## src/rtl/tensor_core_readback.sv

```systemverilog
// Tensor core register file readback streamer.
//
// On an accepted start, snapshots the 256-bit register file (32 x 8-bit
// elements, two 4x4 matrices) and streams the selected matrix or matrices
// out one element per transfer under a valid/ready handshake.
//
// Ports:
//   clock_in              sole clock, rising edge
//   reset_n_in            asynchronous active-low reset
//   start_in              begin a readback (accepted only when idle)
//   mode_in               scope: 00 = matrix 0, 01 = matrix 1, 1x = both
//   register_file_data_in register file read data; element a at [(31-a)*8 +: 8]
//   ready_in              downstream consumer ready
//   data_out              current element
//   valid_out             data_out holds a valid element
//   index_out             register file address of the current element
//   last_out              current element is the final one of the readback
//   busy_out              readback in progress (stream and done cycles)
//   done_out              one-cycle pulse after the final transfer
module tensor_core_readback (
  input  logic         clock_in,
  input  logic         reset_n_in,
  input  logic         start_in,
  input  logic [1:0]   mode_in,
  input  logic [255:0] register_file_data_in,
  input  logic         ready_in,
  output logic [7:0]   data_out,
  output logic         valid_out,
  output logic [4:0]   index_out,
  output logic         last_out,
  output logic         busy_out,
  output logic         done_out
);

  typedef enum logic [1:0] {
    StIdle,
    StStream,
    StDone
  } state_e;

  state_e       state_q;
  logic [255:0] snapshot_q;
  logic [1:0]   mode_q;
  logic [4:0]   index_q;
  logic         valid_q;
  logic         busy_q;
  logic         done_q;
  logic         last_q;

  logic [4:0]   start_addr;
  logic [4:0]   end_addr;
  logic [4:0]   index_next;

  always_comb begin
    start_addr = (mode_in == 2'b01) ? 5'd16 : 5'd0;
    end_addr   = (mode_q == 2'b00) ? 5'd15 : 5'd31;
    // Only taken on a non-final transfer, so index_q < end_addr <= 31 and
    // the increment can never wrap.
    index_next = index_q + 5'd1;
  end

  always_ff @(posedge clock_in or negedge reset_n_in) begin
    if (!reset_n_in) begin
      state_q    <= StIdle;
      snapshot_q <= '0;
      mode_q     <= 2'b00;
      index_q    <= 5'd0;
      valid_q    <= 1'b0;
      busy_q     <= 1'b0;
      done_q     <= 1'b0;
      last_q     <= 1'b0;
    end else begin
      case (state_q)
        StIdle: begin
          if (start_in) begin
            state_q    <= StStream;
            snapshot_q <= register_file_data_in;
            mode_q     <= mode_in;
            index_q    <= start_addr;
            valid_q    <= 1'b1;
            busy_q     <= 1'b1;
            // Every scope spans at least 16 elements, so the first element
            // is never the last one.
            last_q     <= 1'b0;
          end
        end
        StStream: begin
          if (ready_in) begin
            if (last_q) begin
              state_q <= StDone;
              valid_q <= 1'b0;
              last_q  <= 1'b0;
              done_q  <= 1'b1;
            end else begin
              index_q <= index_next;
              last_q  <= (index_next == end_addr);
            end
          end
        end
        StDone: begin
          state_q <= StIdle;
          done_q  <= 1'b0;
          busy_q  <= 1'b0;
        end
        default: begin
          state_q <= StIdle;
          valid_q <= 1'b0;
          busy_q  <= 1'b0;
          done_q  <= 1'b0;
          last_q  <= 1'b0;
        end
      endcase
    end
  end

  // Element a lives at bit (31-a)*8; for a 5-bit address 31-a equals ~a.
  assign data_out  = snapshot_q[{~index_q, 3'b000} +: 8];
  assign valid_out = valid_q;
  assign index_out = index_q;
  assign last_out  = last_q;
  assign busy_out  = busy_q;
  assign done_out  = done_q;

endmodule

```

## config.mk

```make
export PLATFORM = sky130hd
export DESIGN_NAME = tensor_core_readback
export DESIGN_NICKNAME = d
export VERILOG_FILES = /design/src/rtl/tensor_core_readback.sv
export SDC_FILE = /design/constraint.sdc
export NUM_CORES = 1
export LEC_CHECK = 0
export BUFFER_PORTS_ARGS = -buffer_cell sky130_fd_sc_hd__buf_4
export CORE_AREA = 2 2 161 163
export CTS_CLUSTER_DIAMETER = 100
export DETAILED_ROUTE_END_ITERATION = 6
export DIE_AREA = 0 0 163 165
export PLACE_DENSITY = 0.76
export SLEW_MARGIN = 40
export SYNTH_ARGS = -nofsm -noshare
export SYNTH_HDL_FRONTEND = slang
export SYNTH_SLANG_ARGS = --single-unit
export TNS_END_PERCENT = 100
```

## constraint.sdc

```tcl
create_clock -name clock_in -period 2.4 [get_ports clock_in]
set_input_delay 0.48 -clock clock_in [delete_from_list [all_inputs] [get_ports clock_in]]
set_output_delay 0.48 -clock clock_in [all_outputs]
set_load 0.01 [all_outputs]
```

==> results of run 1 <==
-- cells in the mapped netlist (all sizes together) --
| library cell | count | share of area (%) |
|---|---|---|
| mux4 | 80 | 15 |
| a41o | 1 | 0.082 |
| nand3b | 2 | 0.12 |
| or3b | 2 | 0.14 |
| nand2b | 3 | 0.15 |
| o31ai | 1 | 0.061 |
| nor3b | 2 | 0.12 |
| a311oi | 1 | 0.072 |
| a31oi | 1 | 0.051 |
| inv | 4 | 0.12 |
| nand3 | 2 | 0.082 |
| o22ai | 3 | 0.15 |
| a21oi | 1 | 0.041 |
| o21ai | 5 | 0.20 |
| clkbuf | 69 | 2.1 |
| a22o | 1 | 0.072 |
| xor2 | 1 | 0.072 |
| nand2 | 803 | 25 |
| dfrtp | 269 | 55 |
| xnor2 | 3 | 0.21 |
| a221o | 1 | 0.082 |
| nor2 | 5 | 0.15 |
| ha | 2 | 0.20 |
| buf | 12 | 0.89 |
| a21o | 2 | 0.12 |
| and3 | 1 | 0.051 |
-- area by class of cell --
cell class,count,area (sq um)
fillers,1940,8772
flip-flops and latches,269,6739
multi-input cells,923,5174
repair buffers,327,2819
clock buffers,32,757.0
well taps,330,412.9
clock inverters,20,347.8
inverters,4,15.01
-- timing repair --
item / 4_1_cts / 5_1_grt
setup endpoints to repair: 8 / 8
pin swaps: 1 / 7
endpoints found under the hold margin: 64 / 0
resized for setup: 12 / 14
setup buffers: 3 / 1
gates cloned: 2 / 2
hold buffers: 1 / 0
-- layer usage --
layer	GRT usage [%]	routed length, um	part of all wire, %
met1	36.76	14440	36
met2	50.40	19500	49
met3	5.349	3326	8.3
met4	16.85	2628	6.6
met5	0	0	0
-- metrics by stage --
stage,TNS [ns],cell area [sq um],worst slack [ns],util (%)
floorplan,-0.02463,12260,-0.003148,-
global placement,-1.470,14900,-0.2134,59.52
detailed placement,-1.718,14900,-0.2569,59.52
CTS,-6.111,16150,-0.7754,64.52
global route,-6.451,16260,-0.8327,64.96
finish,-6.153,16260,-0.7990,64.96
-- state kept, by name, indices dropped and copies added (netlist names) --
| register | flops |
|---|---|
| last_out | 1 |
| done_out | 1 |
| index_out | 5 |
| snapshot_q | 256 |
| state_q | 2 |
| busy_out | 1 |
| mode_q | 2 |
| valid_out | 1 |
-- cells in the final DEF, fill, tap and decap left out, types with 3 or more instances in the layout --
master | synthesis | layout
buf_6 | 3 | 9
o22ai_1 | 3 | 3
xnor2_1 | 3 | 3
dfrtp_1 | 269 | 267
mux4_2 | 73 | 75
buf_12 | 2 | 17
clkinv_4 | 0 | 3
nand2b_1 | 3 | 3
clkinvlp_4 | 0 | 3
clkbuf_16 | 0 | 31
nand2_2 | 0 | 10
o21ai_0 | 5 | 5
mux4_1 | 5 | 3
nor2_1 | 5 | 4
inv_1 | 4 | 4
bufinv_16 | 0 | 9
clkinv_2 | 0 | 4
nand2_1 | 803 | 789
buf_4 | 0 | 293
nand2_4 | 0 | 4
-- worst max-delay path, delay by kind of cell (launching register included) --
kind	cells	cell delay, ns
flops	1	0.50
simple gates	2	0.20
mux	2	1.07
buf+inv	3	0.40
-- worst max path at each step --
stage | start | endpoint | slack (ns) | cells past startpoint
3_3_place_gp | index_out[1] | data_out[3] | -0.21 | 6
6_report | index_out[1] | data_out[3] | -0.80 | 7
4_1_cts | index_out[1] | data_out[3] | -0.78 | 7
2_1_floorplan | index_out[1] | data_out[1] | -0.003 | 7
5_1_grt | index_out[1] | data_out[3] | -0.83 | 7
3_5_place_dp | index_out[1] | data_out[3] | -0.26 | 6
-- logic make-up after synthesis --
family | after synthesis | share of synthesized area (%)
DFF | 269 | 55.04
and+or+nand+nor | 820 | 25.47
adders and majority gates | 2 | 0.2046
muxes | 80 | 14.93
buffers and inverters | 85 | 3.130
AOI/OAI and AO/OA | 17 | 0.9412
xor gates and xnor gates | 4 | 0.2865
-- where the power goes --
part           total (mW)  internal (mW)  switching, mW
registers            8.80           6.77           2.03
clock network        5.14           3.24           1.89
logic                8.20           4.47           3.73
==> results.json, run 1 <==
{
  "cts_root_buffer": "clkbuf_16",
  "drt_iter0_drc": 1011,
  "crit_arrival_ns": 2.72,
  "initial_utilization_pct": 48.85,
  "critPathLaunchType": "register",
  "area_delta_synth_final_pct": 32.98,
  "ys_types": 30,
  "hold_viol": 0,
  "antenna_found_initial": 0,
  "vdd_drop_max_v": 0.0007522,
  "timing.rr.end": "index_out[4]",
  "power_density_mw_per_mm2": 1361,
  "dp_cells": 1844,
  "drv_slew": 0,
  "io_buffers": 278,
  "status": "finished with violations",
  "crit_chain": "buf_12 > buf_12 > mux4_4 > mux4_2 > nand2_4 > nand2_4 > buf_6",
  "gp_congestion": 0.9690,
  "finalPower_mw": 22.14,
  "drive_above_1_share_pct": 30.03,
  "violations": "setup timing",
  "syn_area_sq_mm": 0.01223,
  "hp-class": "in2reg",
  "min_to": "snapshot_q[99]",
  "grt_overflow_total": 0,
  "grt_max_degree": 78,
  "worst_pin_slew_ns": 0.5694,
  "die_h_um": 165,
  "fp.dieW_um": 163,
  "via_count": 10379,
  "grt_pass1_wl_um": 59690,
  "nets": 1817,
  "clock_latency_ns": 0.55,
  "cts_tree": "done",
  "cts_sinks": 269,
  "synthCells": 1277,
  "crit_slowest_cell": "mux4_4",
  "crit_required_ns": 1.92,
  "fin_ws_ns": -0.7990,
  "via_per_inst": 5.448,
  "cts.reportedPaths.clkPinSlew_ns": 0.06,
  "syn_avg_cell_area_sq_um": 9.578,
  "core_area_sq_mm": 0.02504,
  "cts_made_buffers": 28,
  "finalClockSkew_ns": 0.008949,
  "rows": 58,
  "period_share_pct": 133.3,
  "r2r_start": "index_out[1]",
  "seq_area_frac_synth_pct": 55.04,
  "io-pin-count": 279,
  "crit_fanout": 6,
  "grt_pass1_vias": 10667,
  "synth_nets": 1541,
  "setup.worst_path.end_class": "primary output",
  "fin_crit_ns": 3.199,
  "rr_worst_depth": 8,
  "hpwlAfterDp_um": 29980,
  "setup.worst_path.class": "reg2out",
  "ys_ff_latch": 269,
  "min-delay-start": "register_file_data_in[99]",
  "rsz0062_at_grt": "yes",
  "routedWlPerCell_um": 20.95,
  "clock_path_buffers": 3,
  "totalWireLength_um": 39900,
  "maxCapViolations": 0,
  "hold_depth": 3,
  "reg2reg_setup_slack_ns": 0.37,
  "fin_cells": 1905,
  "drcViolationCount": 0,
  "grtUsageTotal_pct": 29.93,
  "h-tree-depth": 1,
  "holdWs_ns": 0.1174,
  "cp_slowest_stage_delay_ns": 0.55,
  "drt_pass1_iterations": 6,
  "slew_headroom_pct": 62.04,
  "max_freq_ghz": 0.3126,
  "n_antenna_cell": 0,
  "die_area_sq_mm": 0.02690,
  "antenna_left": 0,
  "cellLeakagePower_nw": 8.502,
  "yosysWarnings": 0,
  "setup_violations": 8
}
(Power assumes the default switching activity.)
==> inputs of run 2 (changes only) <==
--- a/config.mk
+++ b/config.mk
@@ -6,10 +6,10 @@
 export NUM_CORES = 1
 export LEC_CHECK = 0
 export BUFFER_PORTS_ARGS = -buffer_cell sky130_fd_sc_hd__buf_4
-export CORE_AREA = 2 2 161 163
+export CORE_AREA = 2 2 132 199
 export CTS_CLUSTER_DIAMETER = 100
 export DETAILED_ROUTE_END_ITERATION = 6
-export DIE_AREA = 0 0 163 165
+export DIE_AREA = 0 0 134 201
 export PLACE_DENSITY = 0.76
 export SLEW_MARGIN = 40
 export SYNTH_ARGS = -nofsm -noshare
==> run 2 against run 1 <==
Final area fell by 2.7%; critical endpoint is now data_out[5]; clock skew rose by 0.0044 ns; largest cell class unchanged; wire length fell by 1.1%; the flow still finishes with violations (setup timing); register-to-register slack improved by 0.09 ns.
==> results.json, run 2 (same netlist as run 1, synthesis figures left out) <==
{
  "rows": 72,
  "antenna_found_initial": 0,
  "crit_arrival_ns": 2.65,
  "cp_slowest_stage_delay_ns": 0.53,
  "crit_chain": "buf_12 > buf_6 > mux4_2 > mux4_2 > nand2_2 > nand2_2 > buf_6",
  "antenna_left": 0,
  "clock_path_buffers": 3,
  "cts_tree": "done",
  "hold_viol": 0,
  "hp-class": "in2reg",
  "critPathBufInv": 3,
  "fin_cells": 1887,
  "setup.worst_path.end_class": "primary output",
  "holdWs_ns": 0.1288,
  "h-tree-depth": 1,
  "crit_required_ns": 1.92,
  "die_h_um": 201,
  "drt_pass1_iterations": 5,
  "clock_latency_ns": 0.54,
  "rsz0062_at_grt": "yes",
  "max_freq_ghz": 0.3195,
  "vdd_drop_max_v": 0.0009502,
  "gp_congestion": 0.9870,
  "period_share_pct": 130.4,
  "reg2reg_setup_slack_ns": 0.46,
  "cts.reportedPaths.clkPinSlew_ns": 0.07,
  "routedWlPerCell_um": 20.91,
  "io_buffers": 278,
  "hpwlAfterDp_um": 29560,
  "grt_overflow_total": 0,
  "power_density_mw_per_mm2": 1325,
  "final_common_cell": "nand2_1",
  "mostFrequentLayoutCells": "nand2_1 (787), buf_4 (281), dfrtp_1 (267)",
  "setup.worst_path.class": "reg2out",
  "cts_root_buffer": "clkbuf_16",
  "drive_above_1_share_pct": 29.28,
  "io-pin-count": 279,
  "finalClockSkew_ns": 0.01332,
  "fillers": 2068,
  "regMostFlops": "snapshot_q",
  "die_area_sq_mm": 0.02693,
  "critPathLaunchType": "register",
  "cts_sinks": 269,
  "status": "finished with violations",
  "largest_reg_flops": 256,
  "worst_pin_slew_ns": 0.7496,
  "core_area_sq_mm": 0.02531,
  "nets": 1799,
  "initial_utilization_pct": 48.31,
  "maxCapViolations": 0,
  "drv_slew": 0,
  "area_delta_synth_final_pct": 29.37,
  "grtUsageTotal_pct": 29.59,
  "grt_pass1_vias": 10591,
  "cts_made_buffers": 25,
  "via_per_inst": 5.378,
  "grt_max_degree": 119,
  "grt_pass1_wl_um": 59760,
  "n_antenna_cell": 0,
  "drcViolationCount": 0,
  "setup_violations": 8,
  "cellLeakagePower_nw": 8.254,
  "fp.dieW_um": 134,
  "crit_slowest_cell": "mux4_2",
  "via_count": 10149,
  "slew_headroom_pct": 50.03,
  "crit_fanout": 5,
  "violations": "setup timing",
  "fin_crit_ns": 3.130,
  "totalWireLength_um": 39470,
  "fin_ws_ns": -0.7303,
  "drt_iter0_drc": 896,
  "dp_cells": 1830,
  "critPathTopFamily": "multiplexers"
}
## run 2: layout make-up
type,instances,area (sq um),area share [%]
Multi-Input combinational cell,923,5152,32.56
Clock buffer,30,664.4,4.199
Timing Repair Buffer,312,2680,16.94
Sequential cell,269,6739,42.59
Tap cell,333,416.7,2.633
Clock inverter,16,155.1,0.9805
Inverter,4,15.01,0.09489
## run 2: repair_timing
action,CTS,global route
hold buffers,1,0
cloned,3,1
setup endpoints to repair,8,8
pin swaps,6,7
setup buffers,5,2
endpoints found under the hold margin,55,0
resized for setup,26,8
## run 2: layer usage
layer  up-vias  GRT usage (%)  share of wire, %
met1      4910          33.77                33
met4         0          16.83               7.0
met3       146          4.167               6.9
li1       4588              -                 -
met2       505          52.69                53
met5         -              0                 0
## run 2: metrics by stage
step | TNS (ns) | power (mW) | utilization (%) | area (sq um) | setup slack (ns)
2_1_floorplan | -0.02463 | 12.96 | - | 12260 | -0.003148
3_3_place_gp | -1.460 | 15.92 | 58.22 | 14740 | -0.2202
3_5_place_dp | -1.494 | 16.12 | 58.22 | 14740 | -0.2093
4_1_cts | -5.499 | 20.72 | 62.29 | 15770 | -0.7075
5_1_grt | -6.006 | 21.97 | 62.50 | 15820 | -0.7682
6_report | -5.616 | 20.96 | 62.50 | 15820 | -0.7303
## run 2: final timing paths
kind                                        end                 startpoint  cells past startpoint
worst max-delay path                data_out[5]               index_out[1]                      7
worst min-delay path             snapshot_q[18]  register_file_data_in[18]                      3
worst max register to register     index_out[4]               index_out[1]                      7
worst min register to register  snapshot_q[198]            snapshot_q[198]                      2
max in group asynchronous          index_out[1]                 reset_n_in                      3
min in group asynchronous       snapshot_q[124]                 reset_n_in                      2
## run 2: tightest hold or removal path: stages
cell and delay, ns:
buf_4 0.07, nand2_1 0.04, nand2_1 0.05
## run 2: where the power goes
part | leakage, nW | internal [mW] | switching [mW]
Clock | 0.395 | 2.21 | 1.80
Sequential | 3.37 | 6.77 | 2.10
Combinational | 4.49 | 4.41 | 3.67
==> inputs of run 3 (changes only) <==
--- a/config.mk
+++ b/config.mk
@@ -6,11 +6,14 @@
 export NUM_CORES = 1
 export LEC_CHECK = 0
 export BUFFER_PORTS_ARGS = -buffer_cell sky130_fd_sc_hd__buf_4
-export CORE_AREA = 2 2 132 199
+export CAP_MARGIN = 20
+export CELL_PAD_IN_SITES_DETAIL_PLACEMENT = 1
+export CELL_PAD_IN_SITES_GLOBAL_PLACEMENT = 1
+export CORE_AREA = 2 2 152 228
 export CTS_CLUSTER_DIAMETER = 100
 export DETAILED_ROUTE_END_ITERATION = 6
-export DIE_AREA = 0 0 134 201
-export PLACE_DENSITY = 0.76
+export DIE_AREA = 0 0 154 230
+export PLACE_DENSITY_LB_ADDON = 0.1
 export SLEW_MARGIN = 40
 export SYNTH_ARGS = -nofsm -noshare
 export SYNTH_HDL_FRONTEND = slang
==> run 3 against run 2 <==
The run still ends with setup timing left; final cell count rose by 5.1%; final area rose by 1.5%; sequential share of layout area fell by 0.63 points; total power rose by 2.1%; register-to-register slack got worse by 0.10 ns; utilization fell by 14 points; clock skew fell by 0.0028 ns; via count fell by 1.4%; non-clock buffer count rose by 5; hold slack got worse by 0.016 ns; first-iteration DRC count fell by 37%; flip-flop and latch count did not move; critical endpoint is now data_out[3]; highest routed layer unchanged.
==> results.json, run 3 (same netlist as run 1, synthesis figures left out) <==
{
  "rows": 82,
  "final_common_cell": "nand2_1",
  "gp_congestion": 0.8668,
  "power_density_mw_per_mm2": 1333,
  "grt_overflow_total": 0,
  "grt_pass1_vias": 11053,
  "core_area_sq_mm": 0.03334,
  "crit_slowest_cell": "dfrtp_4",
  "die_h_um": 230,
  "holdWs_ns": 0.1128,
  "vdd_drop_max_v": 0.0005638,
  "critPathTopFamily": "multiplexers",
  "via_per_inst": 5.046,
  "antenna_left": 0,
  "die_area_sq_mm": 0.03542,
  "io-pin-count": 279,
  "cts.reportedPaths.clkPinSlew_ns": 0.07,
  "status": "finished with violations",
  "maxCapViolations": 0,
  "n_antenna_cell": 0,
  "nets": 1807,
  "clock_latency_ns": 0.55,
  "cellLeakagePower_nw": 8.350,
  "antenna_found_initial": 0,
  "area_delta_synth_final_pct": 31.30,
  "fillers": 3776,
  "hold_viol": 0,
  "pre_cts_ws_ns": -0.2403,
  "h-tree-depth": 1,
  "clock_path_buffers": 3,
  "via_count": 10011,
  "period_share_pct": 133.6,
  "regMostFlops": "snapshot_q",
  "drive_above_1_share_pct": 29.22,
  "routedWlPerCell_um": 22.37,
  "mostFrequentLayoutCells": "nand2_1 (790), buf_4 (295), dfrtp_1 (267)",
  "critPathLaunchType": "register",
  "initial_utilization_pct": 36.68,
  "finalClockSkew_ns": 0.01057,
  "crit_arrival_ns": 2.73,
  "io_buffers": 278,
  "critPathBufInv": 3,
  "max_freq_ghz": 0.3118,
  "fp.dieW_um": 154,
  "cts_made_buffers": 28,
  "drt_pass1_iterations": 4,
  "setup.worst_path.end_class": "primary output",
  "grtUsageTotal_pct": 25.42,
  "totalWireLength_um": 44380,
  "hp-class": "in2reg",
  "cts_sinks": 269,
  "cp_slowest_stage_delay_ns": 0.54,
  "violations": "setup timing",
  "crit_fanout": 9,
  "cts_tree": "done",
  "drv_slew": 0,
  "crit_required_ns": 1.92,
  "setup_violations": 8,
  "grt_pass1_wl_um": 66770,
  "setup_tns_ns": -6.115,
  "rsz0062_at_grt": "yes",
  "hpwlAfterDp_um": 34210,
  "grt_max_degree": 137,
  "fin_ws_ns": -0.8075,
  "setup.worst_path.class": "reg2out",
  "crit_chain": "buf_12 > buf_16 > mux4_2 > mux4_2 > nand2_1 > nand2_2 > buf_4",
  "worst_pin_slew_ns": 0.6623,
  "slew_headroom_pct": 55.85,
  "path_common_cell": "mux4_2",
  "largest_reg_flops": 256,
  "drcViolationCount": 0,
  "cts_root_buffer": "clkbuf_16",
  "drt_iter0_drc": 562,
  "fin_crit_ns": 3.208
}
[run 3: cell count changes in the layout (fill, tap and decap cells not counted), sizes merged]
cell / before / now
clkinvlp: 4 / 2
buf: 310 / 316
clkbuf: 31 / 39
bufinv: 2 / 4
clkinv: 9 / 5
[run 3: routing by layer]
metal	share of wire, %	vias to the layer above	GRT usage [%]
met4	5.0	0	11.21
met1	35	4987	27.14
li1	-	4612	-
met5	0	-	0
met2	56	319	49.66
met3	4.3	93	2.808
[run 3: tightest hold or removal path, cell delays in order]
cell and delay, ns:
buf_4 0.07, nand2_1 0.04, nand2_1 0.04
[run 3: power breakdown]
group / internal [mW] / total [mW] / leakage (nW) / switching [mW]
clock: 2.80 / 4.65 / 0.482 / 1.86
sequential: 6.77 / 9.02 / 3.37 / 2.26
combinational: 4.23 / 7.73 / 4.49 / 3.50
[run 3: per-stage QoR]
step                      total power [mW]  utilization, %  instances  area, sq um
after global placement               16.25           44.73       1926        14920
after detailed placement             16.50           44.73       1926        14920
final                                21.41           48.16       1984        16060
after floorplan                      12.96               -       1277        12260
after global routing                 22.59           48.16       1984        16060
after CTS                            21.54           48.09       1983        16040
[run 3: timing repair]
action / CTS / global route
hold buffers: 1 / 0
setup endpoints to repair: 8 / 8
setup buffers: 3 / 1
pin swaps: 0 / 0
gates cloned: 2 / 0
hold endpoints to repair: 28 / 0
resized for setup: 7 / 5
[run 3: final timing paths]
check                                      startpoint  cells past startpoint              end  slack, ns
hold / removal             register_file_data_in[212]                      3  snapshot_q[212]       0.11
setup / recovery                         index_out[1]                      7      data_out[3]      -0.81
setup reg to reg                         index_out[1]                      7     index_out[4]       0.36
min in group asynchronous                  reset_n_in                      2  snapshot_q[245]       0.41
max in group asynchronous                  reset_n_in                      3   snapshot_q[40]       1.24
hold reg to reg                       snapshot_q[225]                      2  snapshot_q[225]       0.47
[run 3: final cells by class]
type	count	area [sq um]	share of cell area, %
multi-input combinational	923	5151	32.08
inverter	4	15.01	0.09349
clock buffer	39	813.3	5.064
timing repair buffer	317	2640	16.44
sequential	269	6739	41.96
clock inverter	12	175.2	1.091
tap	420	525.5	3.272
